==> config.mk <==
export PLATFORM = sky130hd
export DESIGN_NAME = cla_pipe_adder_flat
export DESIGN_NICKNAME = d
export VERILOG_FILES = /design/src/rtl/cla_pipe_adder_if.sv /design/src/rtl/cla_pipe_adder.sv /design/src/flat_wrapper.sv
export SDC_FILE = /design/constraint.sdc
export NUM_CORES = 1
export LEC_CHECK = 0
export ABC_AREA = 1
export ABC_CLOCK_PERIOD_IN_PS = 3500
export CORE_MARGIN = 3
export CORE_UTILIZATION = 55
export DETAILED_ROUTE_END_ITERATION = 7
export PLACE_DENSITY_LB_ADDON = 0.05
export REMOVE_ABC_BUFFERS = 1
export SLEW_MARGIN = 20
export SYNTH_ARGS = -nofsm -noshare
export SYNTH_HDL_FRONTEND = slang
export SYNTH_SLANG_ARGS = --single-unit
export TNS_END_PERCENT = 20
==> constraint.sdc <==
create_clock -name clk -period 3.5 [get_ports clk]
set_input_delay 0.7 -clock clk [delete_from_list [all_inputs] [get_ports clk]]
set_output_delay 0.7 -clock clk [all_outputs]
set_load 0.05 [all_outputs]
==> src/rtl/cla_pipe_adder_if.sv <==
// cla_pipe_adder_if -- operand/result handshake bundle for cla_pipe_adder.
// The master side (producer/consumer bench or parent) drives operands and
// out_ready; the slave side (the adder) drives in_ready and the result beat.
interface cla_pipe_adder_if #(
  parameter int WIDTH = 16
);
  // operand side
  logic             in_valid;
  logic             in_ready;
  logic [WIDTH-1:0] a;
  logic [WIDTH-1:0] b;
  logic             cin;
  logic             op_sub;

  // result side
  logic             out_valid;
  logic             out_ready;
  logic [WIDTH-1:0] sum;
  logic             cout;
  logic             ovf;
  logic             zero;

  modport master (
    output in_valid, a, b, cin, op_sub, out_ready,
    input  in_ready, out_valid, sum, cout, ovf, zero
  );

  modport slave (
    input  in_valid, a, b, cin, op_sub, out_ready,
    output in_ready, out_valid, sum, cout, ovf, zero
  );
endinterface

==> src/rtl/cla_pipe_adder.sv <==
// cla_pipe_adder -- pipelined carry-lookahead adder/subtractor.
// WIDTH/GROUP stages; stage k resolves bits [k*GROUP +: GROUP] with a flat
// sum-of-products lookahead over its group, registers those sum bits, its
// group carry-out and the operand bits still to be consumed. A single global
// stall (in_ready = !out_valid | out_ready) freezes every stage together.
// Optional build macro CLA_PIPE_SAT_EN: on signed overflow the sum saturates
// to the signed limit instead of wrapping; ovf is still reported and zero is
// taken from the saturated value.
module cla_pipe_adder #(
  parameter int WIDTH = 16,
  parameter int GROUP = 4
) (
  input  logic             clk,
  input  logic             rst,
  cla_pipe_adder_if.slave  bus
);

  localparam int S = WIDTH / GROUP;

  logic advance;  // whole pipe moves one stage this cycle
  logic out_v;    // valid bit of the final stage

  // Group carries c[0..GROUP] from generate/propagate and the group carry-in.
  // Every c[i+1] is an independent sum of products, so no carry ripples
  // through the group: term j is ge[j] propagated through p[j..i], where
  // ge[0] is the carry-in and ge[j] = g[j-1] for j >= 1.
  function automatic logic [GROUP:0] cla_carries(
    input logic [GROUP-1:0] g,
    input logic [GROUP-1:0] p,
    input logic             c0
  );
    logic [GROUP:0] ge;
    logic [GROUP:0] c;
    logic           acc;
    logic           term;
    // NOTE: blocking is correct here; these are combinational temporaries
    // evaluated in order within one call, not state.
    ge   = {g, c0};
    c[0] = c0;
    for (int i = 0; i < GROUP; i++) begin
      acc = 1'b0;
      for (int j = 0; j <= i + 1; j++) begin
        term = ge[j];
        for (int m = j; m <= i; m++) begin
          term = term & p[m];
        end
        acc = acc | term;
      end
      c[i+1] = acc;
    end
    return c;
  endfunction

  assign advance      = !out_v || bus.out_ready;
  assign bus.in_ready = advance;

  for (genvar k = 0; k < S; k++) begin : g_stage
    localparam int AW  = WIDTH - k * GROUP;        // operand bits entering stage k
    localparam int REM = WIDTH - (k + 1) * GROUP;  // operand bits left after stage k

    logic                     v_in;
    logic                     c_in;
    logic [AW-1:0]            a_in;
    logic [AW-1:0]            b_in;
    logic [(k+1)*GROUP-1:0]   psum_d;   // sum bits resolved so far, incl. this group
    logic [GROUP-1:0]         g;
    logic [GROUP-1:0]         p;
    logic [GROUP:0]           c;
    logic [GROUP-1:0]         s;

    // Stage inputs: the interface for stage 0 (with subtract folded into b
    // and the carry-in), otherwise the previous stage's registers.
    if (k == 0) begin : g_in
      assign v_in   = bus.in_valid;
      assign c_in   = bus.op_sub | bus.cin;
      assign a_in   = bus.a;
      assign b_in   = bus.op_sub ? ~bus.b : bus.b;
      assign psum_d = s;
    end else begin : g_in
      assign v_in   = g_stage[k-1].g_mid.v_q;
      assign c_in   = g_stage[k-1].g_mid.c_q;
      assign a_in   = g_stage[k-1].g_mid.a_q;
      assign b_in   = g_stage[k-1].g_mid.b_q;
      assign psum_d = {s, g_stage[k-1].g_mid.psum_q};
    end

    assign g = a_in[GROUP-1:0] & b_in[GROUP-1:0];
    assign p = a_in[GROUP-1:0] ^ b_in[GROUP-1:0];
    assign c = cla_carries(g, p, c_in);
    assign s = p ^ c[GROUP-1:0];

    if (k < S - 1) begin : g_mid
      logic                   v_q;
      logic                   c_q;
      logic [(k+1)*GROUP-1:0] psum_q;
      logic [REM-1:0]         a_q;
      logic [REM-1:0]         b_q;

      // Intermediate stage: capture group result and the unconsumed operands.
      always_ff @(posedge clk or posedge rst) begin
        if (rst) begin
          v_q    <= 1'b0;
          c_q    <= 1'b0;
          psum_q <= '0;
          a_q    <= '0;
          b_q    <= '0;
        end else if (advance) begin
          // NOTE: non-blocking so every stage samples its neighbour's value
          // from before the edge; blocking here would collapse the pipe.
          v_q    <= v_in;
          c_q    <= c[GROUP];
          psum_q <= psum_d;
          a_q    <= a_in[AW-1:GROUP];
          b_q    <= b_in[AW-1:GROUP];
        end
      end
    end else begin : g_last
      logic             ovf_w;
      logic [WIDTH-1:0] res;
      logic             v_q;
      logic             cout_q;
      logic             ovf_q;
      logic             zero_q;
      logic [WIDTH-1:0] sum_q;

      // Signed overflow: carry into the MSB differs from carry out of it.
      assign ovf_w = c[GROUP] ^ c[GROUP-1];

`ifdef CLA_PIPE_SAT_EN
      // On overflow both operands share a sign, and that sign (the MSB of a)
      // is the sign of the true result: clamp towards it.
      assign res = ovf_w ? {a_in[GROUP-1], {(WIDTH-1){~a_in[GROUP-1]}}} : psum_d;
`else
      assign res = psum_d;
`endif

      // Final stage: register the complete result beat and its flags.
      always_ff @(posedge clk or posedge rst) begin
        if (rst) begin
          v_q    <= 1'b0;
          cout_q <= 1'b0;
          ovf_q  <= 1'b0;
          zero_q <= 1'b0;
          sum_q  <= '0;
        end else if (advance) begin
          v_q    <= v_in;
          cout_q <= c[GROUP];
          ovf_q  <= ovf_w;
          zero_q <= (res == '0);
          sum_q  <= res;
        end
      end

      assign out_v         = v_q;
      assign bus.out_valid = v_q;
      assign bus.sum       = sum_q;
      assign bus.cout      = cout_q;
      assign bus.ovf       = ovf_q;
      assign bus.zero      = zero_q;
    end
  end

endmodule
==> src/flat_wrapper.sv <==
// flat-port wrapper written by rule: the top's interface ports become plain ports
module cla_pipe_adder_flat 
#(
  parameter int WIDTH = 16,
  parameter int GROUP = 4
)
  (clk, rst, bus_in_valid, bus_a, bus_b, bus_cin, bus_op_sub, bus_out_ready, bus_in_ready, bus_out_valid, bus_sum, bus_cout, bus_ovf, bus_zero);
  cla_pipe_adder_if #(.WIDTH(WIDTH)) bus_i ();
  input  logic clk;
  input  logic rst;
  input wire logic [$bits(bus_i.in_valid)-1:0] bus_in_valid;
  input wire logic [$bits(bus_i.a)-1:0] bus_a;
  input wire logic [$bits(bus_i.b)-1:0] bus_b;
  input wire logic [$bits(bus_i.cin)-1:0] bus_cin;
  input wire logic [$bits(bus_i.op_sub)-1:0] bus_op_sub;
  input wire logic [$bits(bus_i.out_ready)-1:0] bus_out_ready;
  output wire logic [$bits(bus_i.in_ready)-1:0] bus_in_ready;
  output wire logic [$bits(bus_i.out_valid)-1:0] bus_out_valid;
  output wire logic [$bits(bus_i.sum)-1:0] bus_sum;
  output wire logic [$bits(bus_i.cout)-1:0] bus_cout;
  output wire logic [$bits(bus_i.ovf)-1:0] bus_ovf;
  output wire logic [$bits(bus_i.zero)-1:0] bus_zero;
  assign bus_i.in_valid = bus_in_valid;
  assign bus_i.a = bus_a;
  assign bus_i.b = bus_b;
  assign bus_i.cin = bus_cin;
  assign bus_i.op_sub = bus_op_sub;
  assign bus_i.out_ready = bus_out_ready;
  assign bus_in_ready = bus_i.in_ready;
  assign bus_out_valid = bus_i.out_valid;
  assign bus_sum = bus_i.sum;
  assign bus_cout = bus_i.cout;
  assign bus_ovf = bus_i.ovf;
  assign bus_zero = bus_i.zero;
  cla_pipe_adder #(.WIDTH(WIDTH), .GROUP(GROUP)) u_core (.clk(clk), .rst(rst), .bus(bus_i));
endmodule
==> results_dict.tcl <==
set metrics [dict create \
    finalMaxSlewViolations 0 \
    dp_hpwl_um 5130 \
    regToRegSetupSlack_ps 1880 \
    port_buffers 58 \
    post-route-period-util 0.669 \
    setup_viol 0 \
    finClkSkew_ps 6.11 \
    ys_seq_area_frac 0.548 \
    first_global_vias 3202 \
    min_to "u_core.bus.out_valid$_DFFE_PP0P_" \
    min_from "u_core.g_stage[2].g_mid.v_q$_DFFE_PP0P_" \
    finalNetCount 623 \
    core_area_um2 7810 \
    path_max_fanout 16 \
    final_common_cell "nand2_1" \
    syn_avg_cell_area_um2 8.78 \
    reg2reg_to "u_core.g_stage[1].g_mid.psum_q[6]$_DFFE_PP0P_" \
    area_growth_pct 19.2 \
    synth_area_um2 4480 \
    dr.first_iter.drc_count 152 \
    period_minus_slack_ps 2340 \
    drc 0 \
    hold_ws_ps 456 \
    cts_tree "done" \
    worst_ep_required_time_ps 3750 \
    rsz0062_at_grt "no" \
    first_pass_iters 4 \
    end_kind "flop" \
    nFillCells 637 \
    vias_per_cell 4.87 \
    yosysTopAreaCell "dfrtp_1" \
    place.gp.congestion 0.745 \
    p_per_area_nw_per_um2 869 \
    ff2ff_path_depth 6 \
    clk_path_buf_depth 2 \
    max_cap_violations 0 \
    cts_root_buf "clkbuf_8" \
    max_freq_mhz 427 \
    io_pins 59 \
    slew_headroom 0.488 \
    diodes 0 \
    fp.dieW_um 96.2 \
    holdBufCountCts 0 \
    post_cts_buffers 0 \
    grt_pass1_wl_um 13900 \
    path_class "input port to flop" \
    crit_arrival_ps 2590 \
    initial_core_util 0.574 \
    netlist.area_leader.share 0.548 \
    post_drt_wl_per_cell_um 12.0 \
    status "finished clean" \
    antenna_found_initial 0 \
    placedCellCount 652 \
    mostFrequentLayoutCells "nand2_1 (236), dfrtp_1 (98), clkdlybuf4s50_1 (57), o21ai_0 (42), inv_1 (30)" \
    start_kind "input port" \
    ys_ff_latch 98 \
    clkSinkCount 98 \
    hold_violations 0 \
    path_clk_slew_ps 90 \
    cts_resized 0 \
    instances_no_fill 667 \
    tns_ps 0 \
    ys_top_cells_by_area "dfrtp_1 (55%), nand2_1 (20%), ha_1 (5.6%)" \
    die_area_um2 9260 \
    ys_warn_count 0 \
    synthCells 510 \
    reg2reg_from "u_core.bus.out_valid$_DFFE_PP0P_" \
    tightest_slew_ps 768 \
    leakage_nw 2.68 \
    numCtsBuffers 9 \
    ys_types 19 \
    rows 32 \
    min_path_type "flop to flop" \
    die_y_um 96.2 \
    grt.overflow.total 0 \
    num_vias 3246 \
    drive_gt1_frac 0.0407 \
    hold-path-cell-count 2 \
    ant_nets 0 \
    routed_wl_um 7970 \
    grt_max_degree 115 \
    grtUsageTotal 0.194 \
    htree_levels 3 \
    clk_latency_ps 360 \
    vdd_ir_drop_max_v 0.000443 \
]
## through the flow
stage | power [mW] | cell area, um2 | util | worst slack [ps]
3_3_place_gp | 3.85 | 5130 | 0.657 | 842
4_1_cts | 4.71 | 5340 | 0.684 | 1180
2_1_floorplan | 3.31 | 4360 | - | 28.9
3_5_place_dp | 3.92 | 5130 | 0.657 | 797
6_report | 4.64 | 5340 | 0.684 | 1160
5_1_grt | 5.07 | 5340 | 0.684 | 1050
## where the power goes
part	internal, mW	total (mW)	switching (mW)
clock network	0.395	0.767	0.373
logic	0.723	1.96	1.24
registers	1.62	1.91	0.287
total	2.74	4.64	1.90
## synthesized netlist by cell type
library cell / number
dfrtp_1: 98
buf_2: 8
xor2_1: 4
xnor2_1: 15
o21ai_0: 42
buf_6: 1
inv_1: 31
nor2_4: 1
buf_4: 6
nand3b_1: 6
inv_2: 1
fa_1: 4
nand2_1: 236
nand4_1: 2
nand3_1: 11
a31oi_1: 1
ha_1: 20
nor2_1: 16
clkbuf_1: 7
## how the worst max path moves through the flow
stage | startpoint | slack, ps | depth (start not counted) | end
global placement | bus_op_sub | 840 | 12 | u_core.g_stage[0].g_mid.c_q$_DFFE_PP0P_
finish | bus_op_sub | 1160 | 12 | u_core.g_stage[0].g_mid.c_q$_DFFE_PP0P_
global route | bus_op_sub | 1050 | 12 | u_core.g_stage[0].g_mid.c_q$_DFFE_PP0P_
detailed placement | bus_op_sub | 800 | 12 | u_core.g_stage[0].g_mid.c_q$_DFFE_PP0P_
CTS | bus_op_sub | 1180 | 12 | u_core.g_stage[0].g_mid.c_q$_DFFE_PP0P_
floorplan | u_core.bus.out_valid$_DFFE_PP0P_ | 30 | 3 | bus_in_ready
## critical path, stage by stage
cell and delay, ps:
clkdlybuf4s50_1 510, buf_4 310, xor2_1 190, ha_1 290, nand2_1 80, nand3b_1 100, nand2_1 120, nand2_1 60
nand2_1 70, nand2_1 50, nand2_1 50, nand2_1 50
## metal layers
layer / part of all wire / GRT usage / up-vias
met2: 0.50 / 0.332 / 47
li1: - / - / 1674
met4: 0.015 / 0.0687 / 0
met5: 0 / 0 / -
met1: 0.45 / 0.243 / 1514
met3: 0.035 / 0.0391 / 11
## kinds of logic (layout without fill, tap and decap cells)
family / count (synthesis) / after routing / synth area share
AND/OR/NAND/NOR: 272 / 272 / 0.239
flip-flops: 98 / 98 / 0.548
buffers and inverters: 54 / 109 / 0.0542
AO/OA/AOI/OAI: 43 / 43 / 0.0483
adder cells (fa/ha/maj): 24 / 24 / 0.0738
XOR/XNOR: 19 / 19 / 0.0372
## state kept, by name, summed over array words and instances, names as in the netlist
name and flops:
u_core.bus.out_valid 1, u_core.bus.zero 1, u_core.g_stage.g_mid.c_q 3, u_core.g_stage.g_mid.a_q 24, u_core.bus.ovf 1, u_core.bus.cout 1
u_core.g_stage.g_mid.b_q 24, u_core.bus.sum 16, u_core.g_stage.g_mid.psum_q 24, u_core.g_stage.g_mid.v_q 3
## area by class of cell
type                            instances  area (um2)  share of cell area
Sequential cell                        98        2450               0.459
Multi-Input combinational cell        358        1780               0.334
Timing Repair Buffer                   62         646               0.121
Tap cell                              102         128              0.0239
Clock buffer                            9         124              0.0232
Inverter                               32         123              0.0230
Clock inverter                          6        82.6              0.0155
Power figures use the tool's default switching activity.
